File: config.mk
export PLATFORM = sky130hd
export DESIGN_NAME = display_scanout
export DESIGN_NICKNAME = d
export VERILOG_FILES = /design/src/rtl/display_pkg.sv /design/src/rtl/display_scanout_bit_packer.sv /design/src/rtl/display_scanout.sv
export SDC_FILE = /design/constraint.sdc
export NUM_CORES = 1
export LEC_CHECK = 0
export CAP_MARGIN = 20
export CORE_MARGIN = 3
export CORE_UTILIZATION = 25
export DETAILED_ROUTE_END_ITERATION = 10
export GPL_TIMING_DRIVEN = 0
export SKIP_CTS_REPAIR_TIMING = 1
export SLEW_MARGIN = 10
export SYNTH_ARGS = -nofsm -noshare
export SYNTH_HDL_FRONTEND = slang
export SYNTH_HIERARCHICAL = 1
export SYNTH_SLANG_ARGS = --single-unit
File: constraint.sdc
create_clock -name clk -period 3 [get_ports clk]
set_input_delay 0.6 -clock clk [delete_from_list [all_inputs] [get_ports clk]]
set_output_delay 0.6 -clock clk [all_outputs]
set_load 0.01 [all_outputs]
File: src/rtl/display_pkg.sv
// display_pkg: scan FSM state encoding and default sizes for the result-memory scanout
package display_pkg;
   typedef enum logic [1:0] {IDLE, SCAN, FLUSH, DONE} state_t;
   localparam int BYTE_W_DEF = 8;
   localparam int DEPTH_DEF  = 320 * 240;
   localparam int ADDR_W_DEF = 17;
endpackage

File: src/rtl/display_scanout_bit_packer.sv
// display_scanout_bit_packer: packs returned pixel bits MSB-first into bytes and holds them on a valid/ready output
// Ports: clk, rst (sync, active-high); bit_valid_i/bit_i returned pixel; pad_i shifts in zero
// padding for a partial final byte; out_ready_i sink accept; can_issue_o room for one more read
// next cycle; empty_o no bits collected; out_data_o/out_valid_o packed byte stream.
module display_scanout_bit_packer
   import display_pkg::*;
#(
   parameter int BYTE_W = BYTE_W_DEF
) (
   input  logic              clk,
   input  logic              rst,
   input  logic              bit_valid_i,
   input  logic              bit_i,
   input  logic              pad_i,
   input  logic              out_ready_i,
   output logic              can_issue_o,
   output logic              empty_o,
   output logic [BYTE_W-1:0] out_data_o,
   output logic              out_valid_o
);
   localparam int CW = $clog2(BYTE_W + 1);
   logic [BYTE_W-1:0] sr_q, sr_d, out_q, out_d;
   logic [CW-1:0]     coll_q, coll_d;
   logic              valid_q, valid_d, full, shift, load;
   // A byte completes either when the bit finishing it arrives or, after a stall, when the
   // full shift register can finally move out; the count after this cycle gates new reads
   // so an issued read always finds room when its data returns.
   always_comb begin
      full    = coll_q == CW'(BYTE_W);
      shift   = bit_valid_i || (pad_i && coll_q != '0 && !full);
      load    = (full || (shift && coll_q == CW'(BYTE_W - 1))) && (!valid_q || out_ready_i);
      sr_d    = shift ? {sr_q[BYTE_W-2:0], bit_i & bit_valid_i} : sr_q;
      out_d   = load ? (full ? sr_q : sr_d) : out_q;
      coll_d  = load ? CW'(full && shift) : coll_q + CW'(shift);
      valid_d = load || (valid_q && !out_ready_i);
   end
   assign can_issue_o = coll_d < CW'(BYTE_W);
   assign empty_o     = coll_q == '0;
   assign out_data_o  = out_q;
   assign out_valid_o = valid_q;
   always_ff @(posedge clk) begin
      if (rst) begin
         sr_q    <= '0;
         out_q   <= '0;
         coll_q  <= '0;
         valid_q <= 1'b0;
      end else begin
         sr_q    <= sr_d;
         out_q   <= out_d;
         coll_q  <= coll_d;
         valid_q <= valid_d;
      end
   end
endmodule

File: src/rtl/display_scanout.sv
// display_scanout: sweeps the 1-bit result memory and streams the pixels as MSB-first packed bytes
// Ports: clk, rst (sync, active-high); start begins a scan from IDLE or DONE; ena_display,
// read_display, addr_display, dout_display result-memory read port (1-cycle latency);
// out_data/out_valid/out_ready byte stream; busy during SCAN/FLUSH; finished in DONE.
module display_scanout
   import display_pkg::*;
#(
   parameter int ADDR_W = ADDR_W_DEF,
   parameter int DEPTH  = DEPTH_DEF,
   parameter int BYTE_W = BYTE_W_DEF
) (
   input  logic              clk,
   input  logic              rst,
   input  logic              start,
   output logic              ena_display,
   output logic              read_display,
   output logic [ADDR_W-1:0] addr_display,
   input  logic              dout_display,
   output logic [BYTE_W-1:0] out_data,
   output logic              out_valid,
   input  logic              out_ready,
   output logic              busy,
   output logic              finished
);
   state_t            state_q, state_d;
   logic [ADDR_W-1:0] addr_q, addr_d;
   logic              inflight_q, issue, can_issue, empty, last;
   assign last = addr_q == ADDR_W'(DEPTH - 1);
   // The address counter parks on the last address so it never needs a wider counter.
   always_comb begin
      state_d = state_q;
      addr_d  = addr_q;
      issue   = state_q == SCAN && can_issue;
      case (state_q)
         IDLE, DONE: if (start) begin
            state_d = SCAN;
            addr_d  = '0;
         end
         SCAN: if (issue) begin
            state_d = last ? FLUSH : SCAN;
            addr_d  = last ? addr_q : addr_q + ADDR_W'(1'b1);
         end
         FLUSH: state_d = (!inflight_q && empty && !out_valid) ? DONE : FLUSH;
         default: state_d = IDLE;
      endcase
   end
   always_ff @(posedge clk) begin
      if (rst) begin
         state_q    <= IDLE;
         addr_q     <= '0;
         inflight_q <= 1'b0;
      end else begin
         state_q    <= state_d;
         addr_q     <= addr_d;
         inflight_q <= issue;
      end
   end
   assign ena_display  = state_q == SCAN || inflight_q;
   assign read_display = issue;
   assign addr_display = addr_q;
   assign busy         = state_q == SCAN || state_q == FLUSH;
   assign finished     = state_q == DONE;
   display_scanout_bit_packer #(.BYTE_W(BYTE_W)) u_packer (
      .clk         (clk),
      .rst         (rst),
      .bit_valid_i (inflight_q),
      .bit_i       (dout_display),
      .pad_i       (state_q == FLUSH && !inflight_q),
      .out_ready_i (out_ready),
      .can_issue_o (can_issue),
      .empty_o     (empty),
      .out_data_o  (out_data),
      .out_valid_o (out_valid)
   );
endmodule

Word-level counts from Yosys, hierarchy flattened
Cells that the tools add are included. W data, S select, Z words.

$add $sub $neg: 2. Magnitude comparators: 1. Reduce and logical (&&, ||, !) cells: 27. Equality and inequality tests: 9. Muxes and demuxes: 12. Bitwise logic cells: 1.

Operators with widths (count): $mux W17 (3); $pmux W17 S2 (1); $add A17 B1 Y17 const B (1); $eq A17 B17 Y1 const B (1); $mux W8 (2); $logic_and A1 B1 Y1 (10); $logic_or A1 B1 Y1 (6); $mux W2 (3); $ne A2 B2 Y1 const B (3); $pmux W2 S3 (1); $add A4 B1 Y4 (1); $eq A2 B2 Y1 const B (2); $eq A4 B3 Y1 const B (1); $eq A4 B4 Y1 const B (1); $logic_not A1 Y1 (4); $logic_not A4 Y1 (1); $lt A4 B4 Y1 const B (1); $mux W4 (1); $reduce_and A4 Y1 (1); $reduce_bool A4 Y1 (1); $eq A2 B1 Y1 const B (1); $logic_not A2 Y1 (1); $reduce_and A2 Y1 (1); $reduce_bool A2 Y1 (1); 3 further kinds (3).

Input port bits: 5. Register bits: 41. Output and inout bits: 30.

Logic depth before layout (Yosys ltp)
Gate-level depths: netlist of the first run.

Word-level depth: 13. Mapped depth: 14. Gate-level depth less buffers: 14.

By module
The synthesis of the first run kept the hierarchy.

By module, submodules not included: display_scanout (instances 1, area each 1285.0 sq um, cells an instance 150, sequential area each 400.4 sq um); display_scanout_bit_packer (instances 1, area each 950.9 sq um, cells an instance 95, sequential area each 420.4 sq um).

Least setup slack after synthesis of the first run
No wires, ideal clock.

Path type: flip-flop to flip-flop. Start: register state_q[0]. End: register addr_q[3] (netlist: addr_display[3]). Period minus slack after synthesis: 2.762 ns. Slack: 0.238 ns. Cell stages (with the launch flop): 15. Buffers on the path: 0. Library setup time: 0.091 ns. Required time: 2.909 ns. Arrival: 2.671 ns. Cells stage by stage: dfxtp_1 inv_1 ha_1 nor2b_1 a21oi_4 inv_4 ha_1 nand3_1 xnor2_1 nand2b_1 nand2_2 or3_4 a21oi_2 a41oi_1 a311oi_1.

Word-level cells in the longest chain between the ends: 13. Elaborated cells on any way between the ends: 23. Classes of those cells: 1 x add/sub; 1 x order compare; 6 x eq/ne; 2 x mux; 13 x reduce/logical.

RTL lines: start: declaration (RTL line display_scanout.sv:25) `state_t state_q, state_d;`; start signal: assignment (RTL line display_scanout.sv:53) `state_q <= state_d;`; $eq A2 B2 Y1 * (RTL line display_scanout.sv:68) `.pad_i (state_q == FLUSH && !inflight_q),`; $logic_and A1 B1 Y1 * (RTL line display_scanout.sv:68); $logic_and A1 B1 Y1 * (2 in series) (RTL line display_scanout_bit_packer.sv:30) `shift = bit_valid_i || (pad_i && coll_q != '0 && !full);`; $logic_or A1 B1 Y1 * (RTL line display_scanout_bit_packer.sv:30); parallel branches: the longest is 3 deep, another holds $add A4 B1 Y4; $mux W4 * (RTL line display_scanout_bit_packer.sv:34) `coll_d = load ? CW'(full && shift) : coll_q + CW'(shift);`; $lt A4 B4 Y1 * (RTL line display_scanout_bit_packer.sv:37) `assign can_issue_o = coll_d < CW'(BYTE_W);`; named net can_issue (RTL line display_scanout.sv:27) `logic inflight_q, issue, can_issue, empty, last;`; $logic_and A1 B1 Y1 * (RTL line display_scanout.sv:33) `issue = state_q == SCAN && can_issue;`; $ne A2 B2 Y1 (no line) *; $reduce_and A4 Y1 (no line) *; end signal: assignment (RTL line display_scanout.sv:54) `addr_q <= addr_d;`; end: declaration (RTL line display_scanout.sv:26) `logic [ADDR_W-1:0] addr_q, addr_d;`.

Mark *: on every way through the listed nets, which the timed path passes. A chain may end at the register's enable or synchronous reset.

Worst setup path in the final report of the first run
Start: register u_packer.coll_q[2]. End: register addr_q[9] (netlist: addr_display[9]).

Word-level cells in the longest chain between the ends: 12. Elaborated cells on any way between the ends: 17. Classes of those cells: 1 x add/sub; 1 x order compare; 3 x eq/ne; 1 x mux; 11 x reduce/logical.

RTL lines: start: declaration (RTL line display_scanout_bit_packer.sv:23) `logic [CW-1:0] coll_q, coll_d;`; start signal: assignment (RTL line display_scanout_bit_packer.sv:50) `coll_q <= coll_d;`; parallel branches: the longest is 7 deep, another holds $add A4 B1 Y4; $mux W4 * (RTL line display_scanout_bit_packer.sv:34); $lt A4 B4 Y1 * (RTL line display_scanout_bit_packer.sv:37); named net can_issue (RTL line display_scanout.sv:27); $logic_and A1 B1 Y1 * (RTL line display_scanout.sv:33); $ne A2 B2 Y1 (no line) *; $reduce_and A4 Y1 (no line) *.

Marks and branches as above.

==> impl_metrics.json, run 1 <==
{
  "dieArea_um2": 10100,
  "multi_input_area_um2": 1390,
  "syn-num-nets": 256,
  "syn_inst": 245,
  "nets": 305,
  "r2r-end": "addr_display[9]",
  "wl_per_cell_um": 15.3,
  "finalWirelength_um": 6120,
  "portBuffers": 34,
  "clock_power_share": 0.395,
  "period_share": 0.948,
  "fin_ws_ps": 155,
  "ir_drop_mv": 0.254,
  "cts_buffer_depth": 2,
  "seqPwrFrac": 0.467,
  "initial_core_util": 0.264,
  "r2r_slack_ps": 160,
  "worstReg2RegStart": "u_packer/coll_q[2]",
  "synth_area_leaders": "dfxtp_1, nand4b_1, mux2i_1, ha_1, nor2_1",
  "ant_nets": 0,
  "critPathKind": "flop to flop",
  "synth_area_per_cell_um2": 9.13,
  "worstSetupEndpoint": "addr_display[9]",
  "cts-root-buf": "clkbuf_8",
  "ys.flop_type": "dfxtp_1",
  "ys_async_sr_fraction": 0,
  "track_usage": 0.121,
  "synth_edf_count": 0,
  "status": "finished clean",
  "cts_tree": "done",
  "post_drt_via_cell_ratio": 5.18,
  "grt_max_degree": 14,
  "ios": 35,
  "rows": 33,
  "antenna_found_initial": 0,
  "grt_pass1_vias": 2012,
  "place_worst_setup_slack_ps": -215,
  "ys_seq_area_frac": 0.367,
  "hpwl_um": 4250,
  "numCtsBuffers": 5,
  "yosysWarnings": 6,
  "worstMarginPinSlew_ps": 580,
  "core-area_um2": 8460,
  "crit_fanout": 5,
  "total_power_mw": 1.20,
  "fin_worst_skew_ps": 15.4,
  "r2r_cells": 13,
  "overflow": 0,
  "yosys.area.top_type": "dfxtp_1",
  "yosysUniqueCellTypes": 63,
  "yosysMostFrequentCell": "dfxtp_1",
  "clock_latency_ps": 300,
  "synthTopCellsByCount": "dfxtp_1, nor2_1, a21oi_1, o21ai_0, nand3_1",
  "crit_path_start": "u_packer/coll_q[2]",
  "p_sw_mw": 0.306,
  "drv_slew": 0,
  "die_h_um": 101,
  "rsz0062_at_grt": "no",
  "leakagePower_nw": 0.985,
  "htree_levels": 2,
  "max_clock_freq_mhz": 352,
  "drt_iter0_drc": 75,
  "finalSetupViolCount": 0,
  "area_growth_pct": 32.0,
  "period_needed_ps": 2840,
  "clk_pin_slew_ps": 100,
  "num_antenna_cells": 0,
  "required_ps": 3220,
  "slew_headroom": 0.613,
  "grt_pass1_wl_um": 9960,
  "holdCritPathClass": "flop to flop",
  "place.gp.congestion": 0.941,
  "fill_cells": 864,
  "hold_viol": 0,
  "cp.arrival_ps": 3070,
  "setup.worst_path.end_class": "flop",
  "cp-start-kind": "flop",
  "p_comb_frac": 0.138,
  "p_int_mw": 0.896,
  "cts.sinks": 41,
  "switching_share": 0.255,
  "p_per_area_nw_per_um2": 408,
  "ys_ff_latch": 41,
  "route.detailed.drc": 0,
  "vias": 2073,
  "dr.pass1.iters": 4,
  "netlist.area_leader.share": 0.367,
  "drive_gt1_frac": 0.190,
  "die_width_um": 101,
  "syn_area_um2": 2240,
  "regArea_um2": 825,
  "max_cap_violations": 0
}
-- per-layer routing --
layer  vias up  routed length (um)  global-route usage
met5         -                   0                   0
met4         0                  36              0.0301
met3         4                 424              0.0332
met2        66                2820               0.194
met1       980                2840               0.162
li1       1023                   -                   -
-- sequential cells by signal, indices dropped and copies added, names as in the netlist --
register,count
addr_display,17
u_packer/out_data_o,8
u_packer/sr_q,8
u_packer/coll_q,4
state_q,2
inflight_q,1
u_packer/out_valid_o,1
-- cell type report --
| cell class | count | area share |
|---|---|---|
| Sequential cell | 41 | 0.279 |
| Clock buffer | 6 | 0.0280 |
| Tap cell | 105 | 0.0445 |
| Multi-Input combinational cell | 185 | 0.471 |
| Buffer | 10 | 0.0157 |
| Inverter | 9 | 0.0123 |
| Clock inverter | 2 | 0.0127 |
| Timing Repair Buffer | 42 | 0.137 |
-- worst max-delay path, cell delays in order, from the launching register on --
cell and delay [ps]:
dfxtp_2 350, or3_4 410, a21oi_4 210, inv_4 80, ha_1 200, nand3_1 100, xnor2_1 80, nand2b_1 130
buf_4 150, nor2b_4 50, or3_4 410, a31oi_4 240, a41oi_1 170, a211oi_2 210
-- cells in the final DEF, fill, tap and decap left out, types with 5 or more instances in the layout --
cell type | synthesis | final
dfxtp_1 | 41 | 38
clkdlybuf4s50_1 | 0 | 33
nor2_1 | 20 | 20
a21oi_1 | 14 | 14
o21ai_0 | 12 | 12
nand3_1 | 11 | 11
nand4b_1 | 10 | 10
nand2b_1 | 10 | 10
nand2_1 | 9 | 9
clkbuf_1 | 8 | 8
mux2i_1 | 8 | 8
buf_4 | 0 | 8
inv_1 | 8 | 7
a31oi_1 | 7 | 7
o221ai_1 | 7 | 7
clkbuf_8 | 0 | 6
ha_1 | 6 | 5
-- how the worst min path moves through the flow --
stage | from | depth (start not counted) | slack, ps | to
after floorplan | u_packer/sr_q[7] | 2 | 480 | u_packer/out_data_o[7]
after global placement | addr_display[16] | 2 | 490 | addr_display[16]
after detailed placement | addr_display[16] | 2 | 510 | addr_display[16]
after CTS | addr_display[16] | 2 | 520 | addr_display[16]
after global routing | state_q[1] | 2 | 560 | state_q[1]
final | addr_display[16] | 2 | 510 | addr_display[16]
-- through the flow --
step,setup TNS [ps],instance area (um2),cells,hold slack (ps),utilization
floorplan,0,2240,245,481,-
global placement,-1220,2710,384,492,0.320
detailed placement,-1520,2710,384,508,0.320
CTS,-2010,2830,392,519,0.334
global route,0,2950,400,556,0.349
finish,0,2950,400,513,0.349
-- logic make-up (layout without fill, tap and decap cells) --
group / count (synthesis) / after routing / share of synthesized area
AOI/OAI and AO/OA: 66 / 66 / 0.216
xor gates and xnor gates: 2 / 2 / 0.00784
adders and majority gates: 6 / 6 / 0.0336
buffers and inverters: 19 / 69 / 0.0369
DFF: 41 / 41 / 0.367
muxes: 8 / 8 / 0.0358
and+or+nand+nor: 103 / 103 / 0.303
-- power groups by stage --
stage / Combinational (mW) / Clock [mW] / Sequential [mW]
6_report: 0.166 / 0.476 / 0.562
5_1_grt: 0.180 / 0.511 / 0.563
4_1_cts: 0.147 / 0.489 / 0.560
3_5_place_dp: 0.146 / 0 / 0.573
3_3_place_gp: 0.146 / 0 / 0.572
2_1_floorplan: 0.0979 / 0 / 0.571
Note: power is estimated with default switching activity, not from simulation.
==> inputs of run 2 (changes only) <==
--- a/config.mk
+++ b/config.mk
@@ -10,6 +10,7 @@
 export CORE_UTILIZATION = 25
 export DETAILED_ROUTE_END_ITERATION = 10
 export GPL_TIMING_DRIVEN = 0
+export HOLD_SLACK_MARGIN = 0.02
 export SKIP_CTS_REPAIR_TIMING = 1
 export SLEW_MARGIN = 10
 export SYNTH_ARGS = -nofsm -noshare
==> results of run 2 <==
The final DEF is identical to that of run 1; final timing and power are the same.
